[src/rtl/stacked_reducer_pkg.sv]
// Shared types and saturating-arithmetic helpers for the stacked systolic reducer.
package stacked_reducer_pkg;

    typedef enum logic [1:0] {
        MODE_PASS  = 2'b00,
        MODE_SUM   = 2'b01,
        MODE_ACCUM = 2'b10,
        MODE_RSVD  = 2'b11
    } mode_e;

    // Helpers work on one extra bit beyond the widest supported lane so a raw sum never wraps.
    localparam int MAX_W = 32;
    typedef logic signed [MAX_W:0] wide_t;

    function automatic wide_t SAT_MAX(input int width);
        return (wide_t'(1) <<< (width - 1)) - wide_t'(1);
    endfunction

    function automatic wide_t SAT_MIN(input int width);
        return -(wide_t'(1) <<< (width - 1));
    endfunction

    function automatic wide_t sat_add(input wide_t a, input wide_t b, input int width);
        wide_t s;
        s = a + b;
        if (s > SAT_MAX(width)) begin
            return SAT_MAX(width);
        end
        if (s < SAT_MIN(width)) begin
            return SAT_MIN(width);
        end
        return s;
    endfunction

    function automatic int tree_nodes(input int lanes, input int level);
        return (lanes + (1 << level) - 1) >> level;
    endfunction

endpackage

[src/rtl/stacked_reducer_sat_add.sv]
// One registered two-input saturating adder node of the reduction tree.
// The o_sat port exists only when STACKED_REDUCER_SAT_FLAG_EN is defined.
module stacked_reducer_sat_add
    import stacked_reducer_pkg::*;
#(
    parameter int WIDTH = 8
)(
    input  logic                    clk,
    input  logic                    i_en,
    input  logic signed [WIDTH-1:0] i_a,
    input  logic signed [WIDTH-1:0] i_b,
    output logic signed [WIDTH-1:0] o_sum
`ifdef STACKED_REDUCER_SAT_FLAG_EN
    ,
    output logic                    o_sat
`endif
);

    always_ff @(posedge clk) begin
        if (i_en) begin
            o_sum <= WIDTH'(sat_add(wide_t'(i_a), wide_t'(i_b), WIDTH));
`ifdef STACKED_REDUCER_SAT_FLAG_EN
            o_sat <= (sat_add(wide_t'(i_a), wide_t'(i_b), WIDTH) != (wide_t'(i_a) + wide_t'(i_b)));
`endif
        end
    end

endmodule

[src/rtl/stacked_systolic_reducer.sv]
// Back-pressured PASS/SUM/ACCUM reduction stage behind LANE_COUNT stacked systolic arrays.
// Defining STACKED_REDUCER_SAT_FLAG_EN adds the sat_flag output and its tracking logic.
module stacked_systolic_reducer
    import stacked_reducer_pkg::*;
#(
    parameter int WIDTH      = 8,
    parameter int LANE_COUNT = 3,
    parameter int ACC_LEN    = 4
)(
    input  logic                          clk,
    input  logic                          rst_n,
    input  logic                          ce,
    input  logic [1:0]                    mode,
    input  logic                          in_valid,
    output logic                          in_ready,
    input  logic [WIDTH*LANE_COUNT-1:0]   y_ins,
    output logic                          out_valid,
    input  logic                          out_ready,
    output logic [WIDTH*LANE_COUNT-1:0]   y_out
`ifdef STACKED_REDUCER_SAT_FLAG_EN
    ,
    output logic                          sat_flag
`endif
);

    localparam int TREE_DEPTH = $clog2(LANE_COUNT);
    localparam int CNT_W      = (ACC_LEN > 1) ? $clog2(ACC_LEN) : 1;
    localparam int BUS_W      = WIDTH * LANE_COUNT;

    logic                    w_adv;
    logic [TREE_DEPTH:1]     r_vld_p;
    mode_e                   r_mode_p [1:TREE_DEPTH];
    logic [BUS_W-1:0]        r_pass_p [1:TREE_DEPTH];
    logic signed [WIDTH-1:0] w_node   [0:TREE_DEPTH][0:LANE_COUNT-1];

    logic                    w_tvld;
    mode_e                   w_tmode;
    logic signed [WIDTH-1:0] w_sum;
    logic signed [WIDTH-1:0] w_acc_next;
    logic                    w_last;
    logic                    w_emit;
    logic                    w_acc_keep;
    logic [BUS_W-1:0]        w_data;

    logic signed [WIDTH-1:0] r_acc;
    logic [CNT_W-1:0]        r_acc_cnt;

`ifdef STACKED_REDUCER_SAT_FLAG_EN
    logic [LANE_COUNT-1:0]   w_nsat    [1:TREE_DEPTH];
    logic                    w_lvl_sat [1:TREE_DEPTH];
    logic                    r_sat_p   [1:TREE_DEPTH];
    logic                    w_acc_step_sat;
    logic                    w_beat_sat;
    logic                    w_emit_sat;
    logic                    r_acc_sat;
`endif

    // Nothing moves unless the output register can take whatever arrives at the tree output.
    assign w_adv    = rst_n & ce & (~out_valid | out_ready);
    assign in_ready = w_adv;

    for (genvar g = 0; g < LANE_COUNT; g++) begin : g_lane
        assign w_node[0][g] = y_ins[g*WIDTH +: WIDTH];
    end

    // ---- tree levels 1..TREE_DEPTH: registered saturating pairwise adds ----
    for (genvar k = 1; k <= TREE_DEPTH; k++) begin : g_lvl
        for (genvar i = 0; i < LANE_COUNT; i++) begin : g_node
            if (i < tree_nodes(LANE_COUNT, k)) begin : g_add
                logic signed [WIDTH-1:0] w_b;
                if (2*i + 1 < tree_nodes(LANE_COUNT, k - 1)) begin : g_pair
                    assign w_b = w_node[k-1][2*i+1];
                end else begin : g_odd
                    assign w_b = '0;
                end
                stacked_reducer_sat_add #(.WIDTH(WIDTH)) u_add (
                    .clk   (clk),
                    .i_en  (w_adv),
                    .i_a   (w_node[k-1][2*i]),
                    .i_b   (w_b),
                    .o_sum (w_node[k][i])
`ifdef STACKED_REDUCER_SAT_FLAG_EN
                    ,
                    .o_sat (w_nsat[k][i])
`endif
                );
            end else begin : g_unused
                assign w_node[k][i] = '0;
`ifdef STACKED_REDUCER_SAT_FLAG_EN
                assign w_nsat[k][i] = 1'b0;
`endif
            end
        end
`ifdef STACKED_REDUCER_SAT_FLAG_EN
        assign w_lvl_sat[k] = r_sat_p[k] | (|w_nsat[k]);
`endif
    end

    // Mode tags, PASS lanes and upstream saturation travel alongside the adder levels.
    always_ff @(posedge clk) begin
        if (w_adv) begin
            r_mode_p[1] <= mode_e'(mode);
            r_pass_p[1] <= y_ins;
            for (int k = 2; k <= TREE_DEPTH; k++) begin
                r_mode_p[k] <= r_mode_p[k-1];
                r_pass_p[k] <= r_pass_p[k-1];
            end
`ifdef STACKED_REDUCER_SAT_FLAG_EN
            r_sat_p[1] <= 1'b0;
            for (int k = 2; k <= TREE_DEPTH; k++) begin
                r_sat_p[k] <= w_lvl_sat[k-1];
            end
`endif
        end
    end

    // ---- tree output: mode resolution and accumulation ----
    assign w_tvld  = r_vld_p[TREE_DEPTH];
    assign w_tmode = r_mode_p[TREE_DEPTH];
    assign w_sum   = w_node[TREE_DEPTH][0];

`ifdef STACKED_REDUCER_SAT_FLAG_EN
    assign w_acc_step_sat = (sat_add(wide_t'(r_acc), wide_t'(w_sum), WIDTH)
                             != (wide_t'(r_acc) + wide_t'(w_sum)));
    assign w_beat_sat     = r_acc_sat | w_lvl_sat[TREE_DEPTH] | w_acc_step_sat;
`endif

    always_comb begin
        w_emit     = 1'b0;
        w_acc_keep = 1'b0;
        w_data     = '0;
        w_acc_next = WIDTH'(sat_add(wide_t'(r_acc), wide_t'(w_sum), WIDTH));
        w_last     = (r_acc_cnt == CNT_W'(ACC_LEN - 1));
`ifdef STACKED_REDUCER_SAT_FLAG_EN
        w_emit_sat = 1'b0;
`endif
        if (w_tvld) begin
            case (w_tmode)
                MODE_ACCUM: begin
                    if (w_last) begin
                        w_emit              = 1'b1;
                        w_data[WIDTH-1:0]   = w_acc_next;
`ifdef STACKED_REDUCER_SAT_FLAG_EN
                        w_emit_sat          = w_beat_sat;
`endif
                    end else begin
                        w_acc_keep = 1'b1;
                    end
                end
                MODE_SUM: begin
                    w_emit            = 1'b1;
                    w_data[WIDTH-1:0] = w_sum;
`ifdef STACKED_REDUCER_SAT_FLAG_EN
                    w_emit_sat        = w_lvl_sat[TREE_DEPTH];
`endif
                end
                default: begin
                    w_emit = 1'b1;
                    w_data = r_pass_p[TREE_DEPTH];
                end
            endcase
        end
    end

    // ---- output register and control state ----
    always_ff @(posedge clk or negedge rst_n) begin
        if (!rst_n) begin
            r_vld_p   <= '0;
            r_acc     <= '0;
            r_acc_cnt <= '0;
            out_valid <= 1'b0;
            y_out     <= '0;
`ifdef STACKED_REDUCER_SAT_FLAG_EN
            r_acc_sat <= 1'b0;
            sat_flag  <= 1'b0;
`endif
        end else if (w_adv) begin
            r_vld_p[1] <= in_valid;
            for (int k = 2; k <= TREE_DEPTH; k++) begin
                r_vld_p[k] <= r_vld_p[k-1];
            end
            // Any non-continuing beat (final ACCUM or non-ACCUM) leaves the accumulator empty.
            if (w_tvld) begin
                if (w_acc_keep) begin
                    r_acc     <= w_acc_next;
                    r_acc_cnt <= r_acc_cnt + CNT_W'(1);
`ifdef STACKED_REDUCER_SAT_FLAG_EN
                    r_acc_sat <= w_beat_sat;
`endif
                end else begin
                    r_acc     <= '0;
                    r_acc_cnt <= '0;
`ifdef STACKED_REDUCER_SAT_FLAG_EN
                    r_acc_sat <= 1'b0;
`endif
                end
            end
            out_valid <= w_emit;
            if (w_emit) begin
                y_out <= w_data;
`ifdef STACKED_REDUCER_SAT_FLAG_EN
                sat_flag <= w_emit_sat;
`endif
            end
        end
    end

endmodule
[config.mk]
export PLATFORM = sky130hd
export DESIGN_NAME = stacked_systolic_reducer
export DESIGN_NICKNAME = d
export VERILOG_FILES = /design/src/rtl/stacked_reducer_pkg.sv /design/src/rtl/stacked_reducer_sat_add.sv /design/src/rtl/stacked_systolic_reducer.sv
export SDC_FILE = /design/constraint.sdc
export NUM_CORES = 1
export LEC_CHECK = 0
export CORE_UTILIZATION = 57
export DETAILED_ROUTE_END_ITERATION = 8
export GPL_TIMING_DRIVEN = 0
export MAX_ROUTING_LAYER = met4
export PLACE_DENSITY = 0.8
export SLEW_MARGIN = 20
export SYNTH_ARGS = -nofsm -noshare
export SYNTH_HDL_FRONTEND = slang
export SYNTH_HIERARCHICAL = 1
export SYNTH_SLANG_ARGS = --single-unit
[constraint.sdc]
create_clock -name clk -period 3.9 [get_ports clk]
set_input_delay 0.78 -clock clk [delete_from_list [all_inputs] [get_ports clk]]
set_output_delay 0.78 -clock clk [all_outputs]
set_load 0.005 [all_outputs]
# Word-level counts from Yosys, hierarchy flattened

Memory sizes are Yosys's and may differ from the RTL's.
Cells that the tools add are included.

Bits in registers: 61
Bits in writable memories: 52
Bits of input ports: 31
Output and inout port bits: 26
Word-level logic and storage cells: 80
Memories kept: 2

$add $sub $neg: 4
Order comparisons: 8
Equal/unequal tests: 3
Mux-type cells: 48
Bitwise logic cells: 4
Reduce and logical (&&, ||, !) cells: 3

Memory list:

| memory   | depth | width | read ports | clocked after memory_dff | wr ports | RTL line                       | source |
|---|---|---|---|---|---|---|---|
| r_pass_p | 2     | 24    | 2          | 0                        | 2        | stacked_systolic_reducer.sv:33 | `logic [BUS_W-1:0] r_pass_p [1:TREE_DEPTH];` |
| r_mode_p | 2     | 2     | 2          | 0                        | 2        | stacked_systolic_reducer.sv:32 | `mode_e r_mode_p [1:TREE_DEPTH];` |

Operators with widths:

| operator                                           | count |
|---|---|
| 2-to-1 mux 8 bit                                   | 18 |
| adder 8 x 8 -> 9 bit                               | 3 |
| > comparator 9 x 8 -> 1 bit, second input constant | 3 |
| < comparator 9 x 8 -> 1 bit, second input constant | 3 |
| 2-to-1 mux 1 bit                                   | 26 |
| 2-to-1 mux 24 bit                                  | 1 |
| 2-to-1 mux 16 bit                                  | 1 |
| one-hot mux 8 bit (2 select lines)                 | 1 |
| > comparator 8 bit, second input constant          | 1 |
| < comparator 8 bit, second input constant          | 1 |
| == test 2 bit, second input constant               | 2 |
| AND reduction 2 bit                                | 2 |
| adder 2 x 1 -> 2 bit, second input constant        | 1 |
| AND 1 bit                                          | 2 |
| == test 2 x 1 -> 1 bit, second input constant      | 1 |
| 2-to-1 mux 2 bit                                   | 1 |
| OR reduction 2 bit                                 | 1 |
| NOT 1 bit                                          | 1 |
| OR 1 bit                                           | 1 |

# Logic depth before layout (Yosys ltp)

Depth in word-level cells: 9
Mapped depth: 10
Gate-level depth less buffers: 9

# Modules after synthesis

The synthesis kept the hierarchy.

By module, submodules not included:

| module                                                       | times used | cells each | area each (µm²) | seq. area each (µm²) |
|---|---|---|---|---|
| stacked_systolic_reducer                                     | 1          | 276        | 3579.7          | 2487.4 |
| stacked_reducer_sat_add (g_lvl[1].g_node[0].g_add.u_add ...) | 2          | 57         | 641.9           | 240.2 |
| stacked_reducer_sat_add (g_lvl[2].g_node[0].g_add.u_add)     | 1          | 54         | 644.4           | 240.2 |

# Worst setup path before layout

OpenSTA, ideal clock, no wires.

Path type: input-to-reg
Start: input port ce
End: register y_out[2]
Setup time: 0.082 ns
Data arrival time: 3.676 ns
Required time: 3.818 ns
Path slack: 0.142 ns
Stages on the path: 6
Buffers on the path: 0
Cell sequence: o211ai_1 > inv_1 > nand2_1 > nor2_1 > o211ai_1 > o22ai_1

Cells in the longest elaborated chain, start to end: 3

Ends and longest elaborated chain:

| element                              | RTL line                        | source |
|---|---|---|
| start, declared                      | stacked_systolic_reducer.sv:12  | `input logic ce,` |
| AND 1 bit (2 in series)              | stacked_systolic_reducer.sv:59  | `assign w_adv = rst_n & ce & (~out_valid \| out_ready);` |
| net in_ready                         | stacked_systolic_reducer.sv:15  | `output logic in_ready,` |
| AND reduction 2 bit (no source line) | --                              |  |
| end signal, assigned                 | stacked_systolic_reducer.sv:200 | `y_out <= w_data;` |
| end, declared                        | stacked_systolic_reducer.sv:19  | `output logic [WIDTH*LANE_COUNT-1:0] y_out` |

The timed path passes the listed nets, and every way through them passes these cells.
A chain may end at the register's enable or synchronous reset.

# Worst setup path after layout

Start: input port rst_n
End: output port in_ready

Cells in the longest elaborated chain, start to end: 2

Ends and longest elaborated chain:

| element                 | RTL line                       | source |
|---|---|---|
| start, declared         | stacked_systolic_reducer.sv:11 | `input logic rst_n,` |
| AND 1 bit (2 in series) | stacked_systolic_reducer.sv:59 |  |
| end, declared           | stacked_systolic_reducer.sv:15 |  |

Every way passes these cells.

==> metrics.md <==
| Metric | Value |
|---|---|
| Post-DRT Antenna Nets | `0` |
| Top_reg_cell synth | `edfxtp_1` |
| Initial DRC count | `249` |
| Setup bufs post-CTS | `0` |
| Setup Slack @ Placement | `0.5759 ns` |
| Commonest cells after routing, fill and taps aside | `edfxtp_1 (76), nand2_1 (62), clkdlybuf4s50_1 (55)` |
| RSZ-0062 raised after global routing | `no` |
| WP data required | `3.12 ns` |
| Chip width | `100.3 µm` |
| # H-tree levels | `4` |
| Max cap viols | `0` |
| I/O pins | `57` |
| # diodes | `0` |
| CP Class | `input port to primary output` |
| Worst reg2reg endpoint | `g_lvl[2].g_node[0].g_add.u_add/o_sum[6]` |
| Share of cells above drive strength 1 | `11.44%` |
| Fillcell total | `597` |
| Fin util | `74.29%` |
| Fin crit share | `80.26%` |
| Input/output buffers | `56` |
| Mapped cell area | `0.005508 mm²` |
| Max Clk Rate | `319.5 MHz` |
| Post-CTS Resized | `0` |
| Post-cts hold buffer count | `0` |
| Worst skew pair latency | `0.51 ns` |
| Hold Slack | `0.1253 ns` |
| Grt ovf | `0` |
| Vias | `3,835` |
| HPWL Detailed | `7737 µm` |
| Routability Congestion | `0.8481` |
| Synth warn | `6` |
| Crit Path Max Fanout | `30` |
| Site Rows | `35` |
| VDD IR max | `0.3457 mV` |
| Leakage | `2.727 nW` |
| Initial antenna violation count | `0` |
| EDFF count, synth | `76` |
| Total die area | `0.01006 mm²` |
| Initial Util | `59.33%` |
| First-pass GRT wire length | `17,460 µm` |
| Wirelength, routed | `11,040 µm` |
| Worst-Margin Slew | `0.6941 ns` |
| #FFs+latches synth | `113` |
| Setup ws final | `0.7699 ns` |
| CTS Root Cell | `clkbuf_8` |
| Syn avg cell area | `12.40 µm²` |
| Async SR Flop Fraction | `32.74%` |
| Reg area | `0.003208 mm²` |
| Cell Pwr Density | `632.5 mW/mm²` |
| HP Class | `input port to asynchronous set/reset pin` |
| Nets@finish | `599` |
| R2R Setup Slk | `1.37 ns` |
| Status | `finished, final reports clean` |
| Slew Viols, Final | `0` |
| R2r worst-path depth | `7` |
| Clock sink count | `113` |
| Core area | `0.009284 mm²` |
| Drc violations | `0` |
| CP Launch Type | `input port` |
| CTS clk-pin slew, worst paths | `0.05 ns` |
| R2R Path Start | `g_lvl[1].g_node[1].g_add.u_add/o_sum[0]` |
| Area of the multi-input gates | `0.002216 mm²` |
| Clock Skew | `0.004456 ns` |
| CP endpoint kind | `primary output` |
| TritonCTS clock tree | `yes` |
| Vias in the first global route | `3,626` |
| GRT Total Usage | `24.01%` |
| Final setup viols | `0` |
| Die extent in y | `100.3 µm` |
| Cts bufs inserted | `17` |
| DR vias/cell | `5.715` |
| Post-Syn Instances | `444` |
| Most common cell after layout, fill and taps aside | `edfxtp_1` |
| Relative max-transition margin | `53.56%` |
| Drt first pass iters | `5` |
| Area Overhead vs Synth | `25.22%` |
| Data arrival, critical path | `2.35 ns` |
| Post-synthesis sequential area ratio | `58.25%` |
| Synth cell types | `47` |
| Clock buffer depth | `2` |
| Final Hold Vio Count | `0` |
| Final worst path period need | `3.130 ns` |
| Routed WL per cell | `16.45 µm` |
| Largest net degree at the start of global routing | `63` |
==> critical path, cell delays in order <==
cell,delay (ns)
buf_2,0.23
buf_12,0.23
o211ai_1,0.24
inv_4,0.30
clkdlybuf4s50_1,0.56
==> report_power, final <==
group	internal, mW	switching, mW
Combinational	0.605	0.634
Sequential	1.51	0.111
Clock	0.987	0.512
Total	3.11	1.26
==> metal layers <==
layer  vias up  global-route usage [%]  wire length [µm]
met3        30                   6.198               577
met1      1839                   29.10              4687
met5         -                       -                 0
li1       1825                       -                 -
met4         0                   9.030               269
met2       141                   38.88              5502
==> cells in the mapped netlist, drive strengths merged, types with 2 or more instances <==
master	count	area, µm²
nand3	5	25.02
a21oi	23	118.9
dfrtp	37	925.9
a221oi	6	65.06
o22ai	6	37.54
nor2b	7	43.79
xor2	10	95.10
or3	2	12.51
o21bai	4	37.53
o2bb2ai	2	17.52
clkbuf	7	26.28
and4b	2	20.02
and3	4	25.02
o221ai	5	75.07
a22oi	2	15.01
fa	4	80.08
a21o	9	67.56
buf	2	16.26
nor2	12	45.04
inv	19	71.32
maj3	14	151.4
nor3	5	47.54
edfxtp	76	2282
xnor2	10	87.58
nand2b	4	25.02
a211oi	6	50.05
nand2	62	232.7
a31o	2	17.52
ha	35	437.9
o211ai	5	37.54
o21ai	48	247.7
a31oi	4	25.02
==> layout make-up <==
type | count | area share, %
inverters | 19 | 1.070
flip-flops and latches | 113 | 46.52
well taps | 129 | 2.340
plain buffers | 9 | 0.6168
clock inverters | 8 | 0.9797
repair buffers | 58 | 8.745
clock buffers | 24 | 7.602
multi-input cells | 311 | 32.13
==> worst max path at each step <==
stage                     depth (start not counted)  slack, ns                                 endpoint     start
final                                             5       0.77                                 in_ready     rst_n
after detailed placement                          8       0.58  g_lvl[1].g_node[0].g_add.u_add/o_sum[2]  y_ins[8]
after global placement                            7      -2.98                                 y_out[2]     rst_n
after global routing                              5       0.62                                 in_ready     rst_n
after floorplan                                   6       0.14                                 y_out[2]        ce
after CTS                                         5       0.74                                 in_ready     rst_n
==> through the flow <==
| stage | total power [mW] | cells | area (µm²) | setup TNS [ns] |
|---|---|---|---|---|
| global placement | 2.817 | 637 | 6260 | -168.74 |
| global route | 4.567 | 671 | 6897 | 0 |
| floorplan | 2.439 | 452 | 5538 | 0 |
| CTS | 4.370 | 671 | 6897 | 0 |
| finish | 4.362 | 671 | 6897 | 0 |
| detailed placement | 2.852 | 639 | 6305 | 0 |
==> sequential cells by signal, indices dropped and copies added (netlist names) <==
signal and cells:
r_vld_p 2, g_lvl.g_node.g_add.u_add/o_sum 24, y_out 24, r_acc 8
r_mode_p 4, r_pass_p 48, r_acc_cnt 2, out_valid 1
==> kinds of logic (layout without fill, tap and decap cells) <==
kind of cell | count (synthesis) | count (layout) | synth area share [%]
xor+xnor | 20 | 20 | 3.317
buf+inv | 28 | 118 | 2.067
other cells | 1 | 9 | 0.06809
fa+ha+maj | 53 | 53 | 12.15
simple gates | 104 | 104 | 8.768
flops | 113 | 113 | 58.25
compound gates | 125 | 125 | 15.38
Power figures use the tool's default switching activity.
